$ cat config.mk
export PLATFORM = sky130hd
export DESIGN_NAME = lsu_mem_ctrl
export DESIGN_NICKNAME = d
export VERILOG_FILES = /design/src/rtl/lsu_mem_ctrl.sv
export SDC_FILE = /design/constraint.sdc
export NUM_CORES = 1
export LEC_CHECK = 0
export BUFFER_PORTS_ARGS = -buffer_cell sky130_fd_sc_hd__buf_4
export CORE_ASPECT_RATIO = 1.4
export CORE_MARGIN = 5
export CORE_UTILIZATION = 35
export DETAILED_ROUTE_END_ITERATION = 6
export GPL_TIMING_DRIVEN = 0
export HOLD_SLACK_MARGIN = 0.08
export SLEW_MARGIN = 20
export SYNTH_ARGS = -nofsm -noshare
export SYNTH_HDL_FRONTEND = slang
export SYNTH_SLANG_ARGS = --single-unit
$ cat constraint.sdc
create_clock -name clk -period 3.6 [get_ports clk]
set_clock_uncertainty 0.05 [all_clocks]
set_input_delay 0.54 -clock clk [delete_from_list [all_inputs] [get_ports clk]]
set_output_delay 0.54 -clock clk [all_outputs]
set_load 0.01 [all_outputs]
$ cat src/rtl/lsu_mem_ctrl.sv
// rtl/lsu_mem_ctrl.sv - multi-cycle load/store unit with req/gnt/rvalid memory handshake
// Optional feature macro: LSU_MISALIGN_TRAP_EN (misaligned H/W accesses fault instead of aligning down)
module lsu_mem_ctrl #(
  parameter int TIMEOUT = 16
) (
  input  logic        clk,
  input  logic        rst_n,
  input  logic        ld_en,
  input  logic        st_en,
  input  logic [2:0]  funct3,
  input  logic [31:0] alu_out,
  input  logic [31:0] wdata,
  output logic [31:0] dataR,
  output logic        stall,
  output logic        fault,
  output logic        bus_err,
  output logic        mem_req,
  input  logic        mem_gnt,
  output logic        mem_we,
  output logic [3:0]  mem_be,
  output logic [31:0] mem_addr,
  output logic [31:0] mem_wdata,
  input  logic        mem_rvalid,
  input  logic [31:0] mem_rdata
);

  localparam logic [1:0] S_IDLE = 2'd0;
  localparam logic [1:0] S_REQ  = 2'd1;
  localparam logic [1:0] S_WAIT = 2'd2;
  localparam logic [1:0] S_DONE = 2'd3;

  // Counter only needs to reach TIMEOUT-1.
  localparam int CW = (TIMEOUT < 2) ? 1 : $clog2(TIMEOUT);

  logic [1:0]    state;
  logic [31:0]   addr_q;
  logic [2:0]    f3_q;
  logic [31:0]   wdata_q;
  logic          ld_q;
  logic [CW-1:0] cnt;

  logic          access;
  logic          is_store;
  logic          f3_bad;
  logic          misalign;
  logic          illegal;
  logic          go;
  logic [31:0]   addr_aligned;
  logic [31:0]   lane;
  logic [31:0]   ld_ext;
  logic [3:0]    be_q;
  logic [31:0]   wrep_q;
  logic          timeout_hit;

  // Request decode: legality check and address alignment of the incoming access.
  always_comb begin
    access   = ld_en | st_en;
    is_store = st_en & ~ld_en;
    f3_bad   = (funct3 == 3'b011) || (funct3[2:1] == 2'b11) || (is_store && funct3[2]);
`ifdef LSU_MISALIGN_TRAP_EN
    misalign = ((funct3[1:0] == 2'b01) && alu_out[0]) ||
               ((funct3[1:0] == 2'b10) && (alu_out[1:0] != 2'b00));
`else
    misalign = 1'b0;
`endif
    illegal = f3_bad | misalign;
    go      = (state == S_IDLE) && access && !illegal;
    case (funct3[1:0])
      2'b01:   addr_aligned = {alu_out[31:1], 1'b0};
      2'b10:   addr_aligned = {alu_out[31:2], 2'b00};
      default: addr_aligned = alu_out;
    endcase
  end

  // Core-facing status: stall while an access is accepted or in flight, fault on refusal.
  always_comb begin
    stall = go || (state == S_REQ) || (state == S_WAIT);
    fault = (state == S_IDLE) && access && illegal;
  end

  // Lane enables, replicated store data and extended load data from the captured access.
  always_comb begin
    case (f3_q[1:0])
      2'b00:   be_q = 4'b0001 << addr_q[1:0];
      2'b01:   be_q = 4'b0011 << addr_q[1:0];
      default: be_q = 4'b1111;
    endcase
    case (f3_q[1:0])
      2'b00:   wrep_q = {4{wdata_q[7:0]}};
      2'b01:   wrep_q = {2{wdata_q[15:0]}};
      default: wrep_q = wdata_q;
    endcase
    lane = mem_rdata >> {addr_q[1:0], 3'b000};
    case (f3_q)
      3'b000:  ld_ext = {{24{lane[7]}}, lane[7:0]};
      3'b001:  ld_ext = {{16{lane[15]}}, lane[15:0]};
      3'b100:  ld_ext = {24'h0, lane[7:0]};
      3'b101:  ld_ext = {16'h0, lane[15:0]};
      default: ld_ext = mem_rdata;
    endcase
    timeout_hit = (cnt == CW'(TIMEOUT - 1));
  end

  // Memory request outputs are only non-zero while the request is presented.
  always_comb begin
    mem_req   = (state == S_REQ);
    mem_we    = mem_req & ~ld_q;
    mem_be    = mem_req ? be_q : 4'b0000;
    mem_addr  = mem_req ? {addr_q[31:2], 2'b00} : 32'h0;
    mem_wdata = mem_req ? wrep_q : 32'h0;
  end

  // Access FSM: capture, request, wait for response or timeout, one-cycle retire.
  always_ff @(posedge clk or negedge rst_n) begin
    if (!rst_n) begin
      state   <= S_IDLE;
      addr_q  <= 32'h0;
      f3_q    <= 3'b000;
      wdata_q <= 32'h0;
      ld_q    <= 1'b0;
      cnt     <= '0;
      dataR   <= 32'h0;
      bus_err <= 1'b0;
    end else begin
      bus_err <= 1'b0;
      case (state)
        S_IDLE: begin
          if (go) begin
            addr_q  <= addr_aligned;
            f3_q    <= funct3;
            wdata_q <= wdata;
            ld_q    <= ld_en;
            state   <= S_REQ;
          end
        end
        S_REQ: begin
          if (mem_gnt) begin
            cnt   <= '0;
            state <= S_WAIT;
          end
        end
        S_WAIT: begin
          if (mem_rvalid) begin
            if (ld_q) dataR <= ld_ext;
            state <= S_DONE;
          end else if (timeout_hit) begin
            dataR   <= 32'h0;
            bus_err <= 1'b1;
            state   <= S_DONE;
          end else begin
            cnt <= cnt + 1'b1;
          end
        end
        default: state <= S_IDLE;
      endcase
    end
  end

endmodule

* Yosys cells after proc, flatten, opt, wreduce, memory -nomap -nowiden *
Cells that the tools add are included.

word-level totals
  bits in registers = 107
  input port bits = 105
  output and inout port bits = 105
  word-level logic and storage cells = 74

cells by class
  add/sub/neg operators = 1
  eq/ne operators = 17
  shifts and indexed selects = 3
  mux-type cells = 22
  bitwise gates (word level) = 5
  reduce and logical (&&, ||, !) cells = 18

operators with widths
  kind                   count
  $mux W32               5
  $pmux W32 S4           1
  $pmux W32 S2           1
  $shr A32 B5 Y16        1
  $mux W4                4
  $pmux W4 S2            2
  $mux W2                4
  $eq A2 B1 Y1 const B   3
  $eq A2 B2 Y1 const B   3
  $eq A3 B3 Y1 const B   2
  $ne A2 B2 Y1 const B   3
  $pmux W2 S3            1
  $reduce_and A3 Y1      2
  $add A4 B1 Y4 const B  1
  $eq A4 B4 Y1 const B   1
  $logic_and A1 B1 Y1    4
  $logic_not A2 Y1       2
  $logic_or A1 B1 Y1     4
  $ne A2 B1 Y1 const B   2
  $pmux W2 S2            1
  $reduce_and A4 Y1      1
  $reduce_bool A2 Y1     2
  $shl A1 B2 Y4 const A  1
  $shl A2 B2 Y4 const A  1
  other kinds (10)       14

* Depth between registers and ports, before layout *
  depth after elaboration = 8
  gate-level depth with buffers = 9
  mapped depth without buffers = 6

* Least setup slack after synthesis *
No wires, ideal clock.

  kind = register to output
  from = register state[1]
  to = output port mem_wdata[24]
  arrival time = 1.645 ns
  data required time = 3.010 ns
  setup slack = 1.365 ns
  stages on the path, launching flop included = 7
  buffers on the path = 3
  path through = dfrtp_1 > inv_1 > ha_1 > clkbuf_1 > clkbuf_1 > clkbuf_1 > o211a_1

between the ends
  word-level cells in the longest chain between the ends = 2

RTL lines
  item                    line  text
  start, declared         35    logic [1:0] state;
  start signal, assigned  116   state <= S_IDLE;
  start signal, assigned  133   state <= S_REQ;
  start signal, assigned  139   state <= S_WAIT;
  $eq A2 B1 Y1            106   mem_req = (state == S_REQ);
  named net mem_req       17    output logic mem_req,
  $mux W32                110   mem_wdata = mem_req ? wrep_q : 32'h0;
  end, declared           22    output logic [31:0] mem_wdata,

The timed path passes the listed nets, and every way through them passes these cells.

* Final worst setup path *
  from = register state[1]
  to = output port mem_wdata[26]

between the ends
  word-level cells in the longest chain between the ends = 2

RTL lines
  item          line
  $eq A2 B1 Y1  106
  $mux W32      110

No other way between the ends.

==> flow_metrics.tcl <==
set metrics [dict create \
    ys_ff_latch 107 \
    cp-start-kind "register" \
    ctsRootBufferMaster "clkbuf_16" \
    min_path_type "in -> async" \
    final_util_pct 48.2 \
    routed_wl_um 18900 \
    ys_warn_count 0 \
    ys_types 48 \
    power.density_mw_per_mm2 842 \
    hpwl_um 14400 \
    p_sw_mw 2.57 \
    swShare_pct 39.5 \
    cp-end-kind "output pin" \
    syn_to_final_growth_pct 37.2 \
    setup_viol_count_final 0 \
    synth_flop_cell "dfrtp_1" \
    status "finished, final reports clean" \
    core_sq_mm 0.0160 \
    viasPerCell 5.20 \
    seqPwrFrac_pct 33.3 \
    drc 0 \
    io_pins 210 \
    vias 4867 \
    worstPathArrival_ns 2.65 \
    r2r-start "state[0]" \
    grt_pass1_vias 5246 \
    fp-row-count 55 \
    firstDrtPassIters 4 \
    p_int_mw 3.94 \
    timing.final.crit_share_pct 90.1 \
    synth-edff-count 0 \
    hold_ws_ns 0.253 \
    grt_start_max_net_pins 108 \
    finalSetupTns_ns 0 \
    max_freq_mhz 308 \
    cts_hold_buffers 0 \
    cp-startpoint "state[1]" \
    drt_iter0_drc 255 \
    async_reset_ff_share_pct 100 \
    r2r_setup_slack_ns 1.24 \
    r2r-end "dataR[27]" \
    rr_worst_depth 9 \
    grt_pass1_wl_um 29000 \
    worst-endpoint-required_ns 3.01 \
    start_util_pct 35.2 \
    pwr-share-clk_pct 14.6 \
    post-cts-setup-buffers 0 \
    synth_area_per_cell_sq_um 11.0 \
    fp.dieW_um 117 \
    io_buffers 207 \
    grt_use_total_pct 19.9 \
    worstSetupEndpoint "mem_wdata[26]" \
    pre_cts_ws_ns 0.646 \
    path_clk_slew_ns 0.07 \
    ant_nets 0 \
    synthesis.area_sq_mm 0.00564 \
    cts.path.max_buffers 2 \
    cts_buffers 9 \
    slew_viol_final 0 \
    antenna_cells 0 \
    rsz0062_at_grt "no" \
    gp_congestion 0.902 \
    slew_headroom_pct 40.5 \
    critPathMaxFanout 10 \
    die_area_sq_mm 0.0188 \
    num-fill-cells 1515 \
    p_leak_nw 3.71 \
    wire_per_inst_um 20.2 \
    ys_seq_area_share_pct 47.5 \
    worst_pin_slew_ns 0.892 \
    finalHoldViolCount 0 \
    combPwrFrac_pct 52.0 \
    worstSetupPathType "reg -> out" \
    synthCells 512 \
    nNetsFinal 844 \
    peakVddDrop_v 0.000381 \
    grt_remaining_overflow 0 \
    post-route-min-period_ns 3.24 \
    htree_levels 3 \
    cts_resized 0 \
    drv_cap 0 \
    setup_ws_ns 0.355 \
    die_h_um 160 \
    antenna_found_initial 0 \
    cts_tree "yes" \
    clock-sinks 107 \
    clk_latency_ns 0.35 \
    layout-drive-gt1-share_pct 41.5 \
]
-- cell usage after synthesis (2+ instances only) --
cell,instances,area [sq um]
and2_1,38,238
nor2_1,33,124
nand3_1,3,15.0
nand2_1,26,97.6
a31oi_1,2,12.5
mux2_1,6,67.6
ha_1,7,87.6
o21ai_0,31,155
a22o_1,2,17.5
dfrtp_1,107,2680
o211a_1,8,80.1
nand2b_1,4,25.0
inv_1,5,18.8
a21oi_1,8,40.0
mux2i_1,35,350
a21boi_0,10,75.1
a2bb2oi_1,7,61.3
buf_2,13,65.1
clkbuf_1,23,86.3
buf_4,4,30.0
o2bb2ai_1,38,333
nor2b_1,17,106
mux2_2,60,676
-- state kept, by name (all words and copies together), names as in the netlist --
| name | flops |
|---|---|
| addr_q | 32 |
| dataR | 32 |
| wdata_q | 32 |
| cnt | 4 |
| f3_q | 3 |
| state | 2 |
| bus_err | 1 |
| ld_q | 1 |
-- per-layer routing --
metal  up-vias  GRT usage [%]  part of all wire (%)
met2       202           34.1                    50
met5         -              0                     0
met4         0           6.21                   2.4
met1      2380           24.0                    38
met3        26           5.38                   9.1
li1       2259              -                     -
-- cells in the final DEF, fill, tap and decap left out, types with 8 or more instances in the layout --
cell       netlist  routed
buf_4            4     210
dfrtp_1        107     107
mux2_2          60      60
and2_1          38      38
o2bb2ai_1       38      38
mux2i_1         35      35
nor2_1          33      33
o21ai_0         31      31
nand2_1         26      26
clkbuf_1        23      24
nor2b_1         17      17
buf_2           13      13
a21boi_0        10      10
clkbuf_16        0       9
o211a_1          8       8
a21oi_1          8       8
-- per-stage QoR --
step | instances | area, sq um | power [mW]
after floorplan | 513 | 5640 | 4.11
after global placement | 919 | 7440 | 5.50
after detailed placement | 919 | 7450 | 5.61
after CTS | 935 | 7730 | 6.61
after global routing | 936 | 7730 | 6.99
final | 936 | 7730 | 6.51
-- worst max-delay path: stages, from the launching register on --
cell and delay (ns):
dfrtp_1 0.41, inv_1 0.10, ha_1 0.16, clkbuf_1 0.34, clkbuf_1 0.43, clkbuf_1 0.47, o211a_1 0.27, buf_4 0.13
-- worst min-delay path by stage --
stage	end	slack (ns)	depth (start not counted)
after floorplan	addr_q[0]	0.19	0
after global placement	dataR[16]	0.43	1
after detailed placement	dataR[26]	0.42	1
after CTS	dataR[24]	0.33	1
after global routing	dataR[22]	0.34	1
final	dataR[24]	0.25	1
-- kinds of logic (layout without fill, tap and decap cells) --
group           count (synthesis)  after routing  share of synthesized area [%]
flops                         107            107                           47.5
other cells                     1              2                         0.0665
compound gates                119            119                           15.8
mux                           101            101                           19.4
buf+inv                        48            272                           3.88
simple gates                  129            129                           11.8
fa+ha+maj                       7              7                           1.55
-- power groups by stage --
stage                     registers [mW]  logic [mW]  clock network [mW]
after global routing                2.23        3.70                1.05
final                               2.17        3.39               0.953
after CTS                           2.17        3.44               0.999
after floorplan                     2.13        1.98                   0
after detailed placement            2.18        3.43                   0
after global placement              2.15        3.36                   0
-- final cells by class --
type	instances	area [sq um]	share of cell area [%]
multi-input combinational	358	2740	35.5
clock buffer	11	243	3.14
timing repair buffer	208	1570	20.2
tap	199	249	3.22
clock inverter	5	37.5	0.485
inverter	6	22.5	0.291
buffer	42	196	2.54
sequential	107	2680	34.6
No activity file was read; power rests on OpenSTA's default activity.
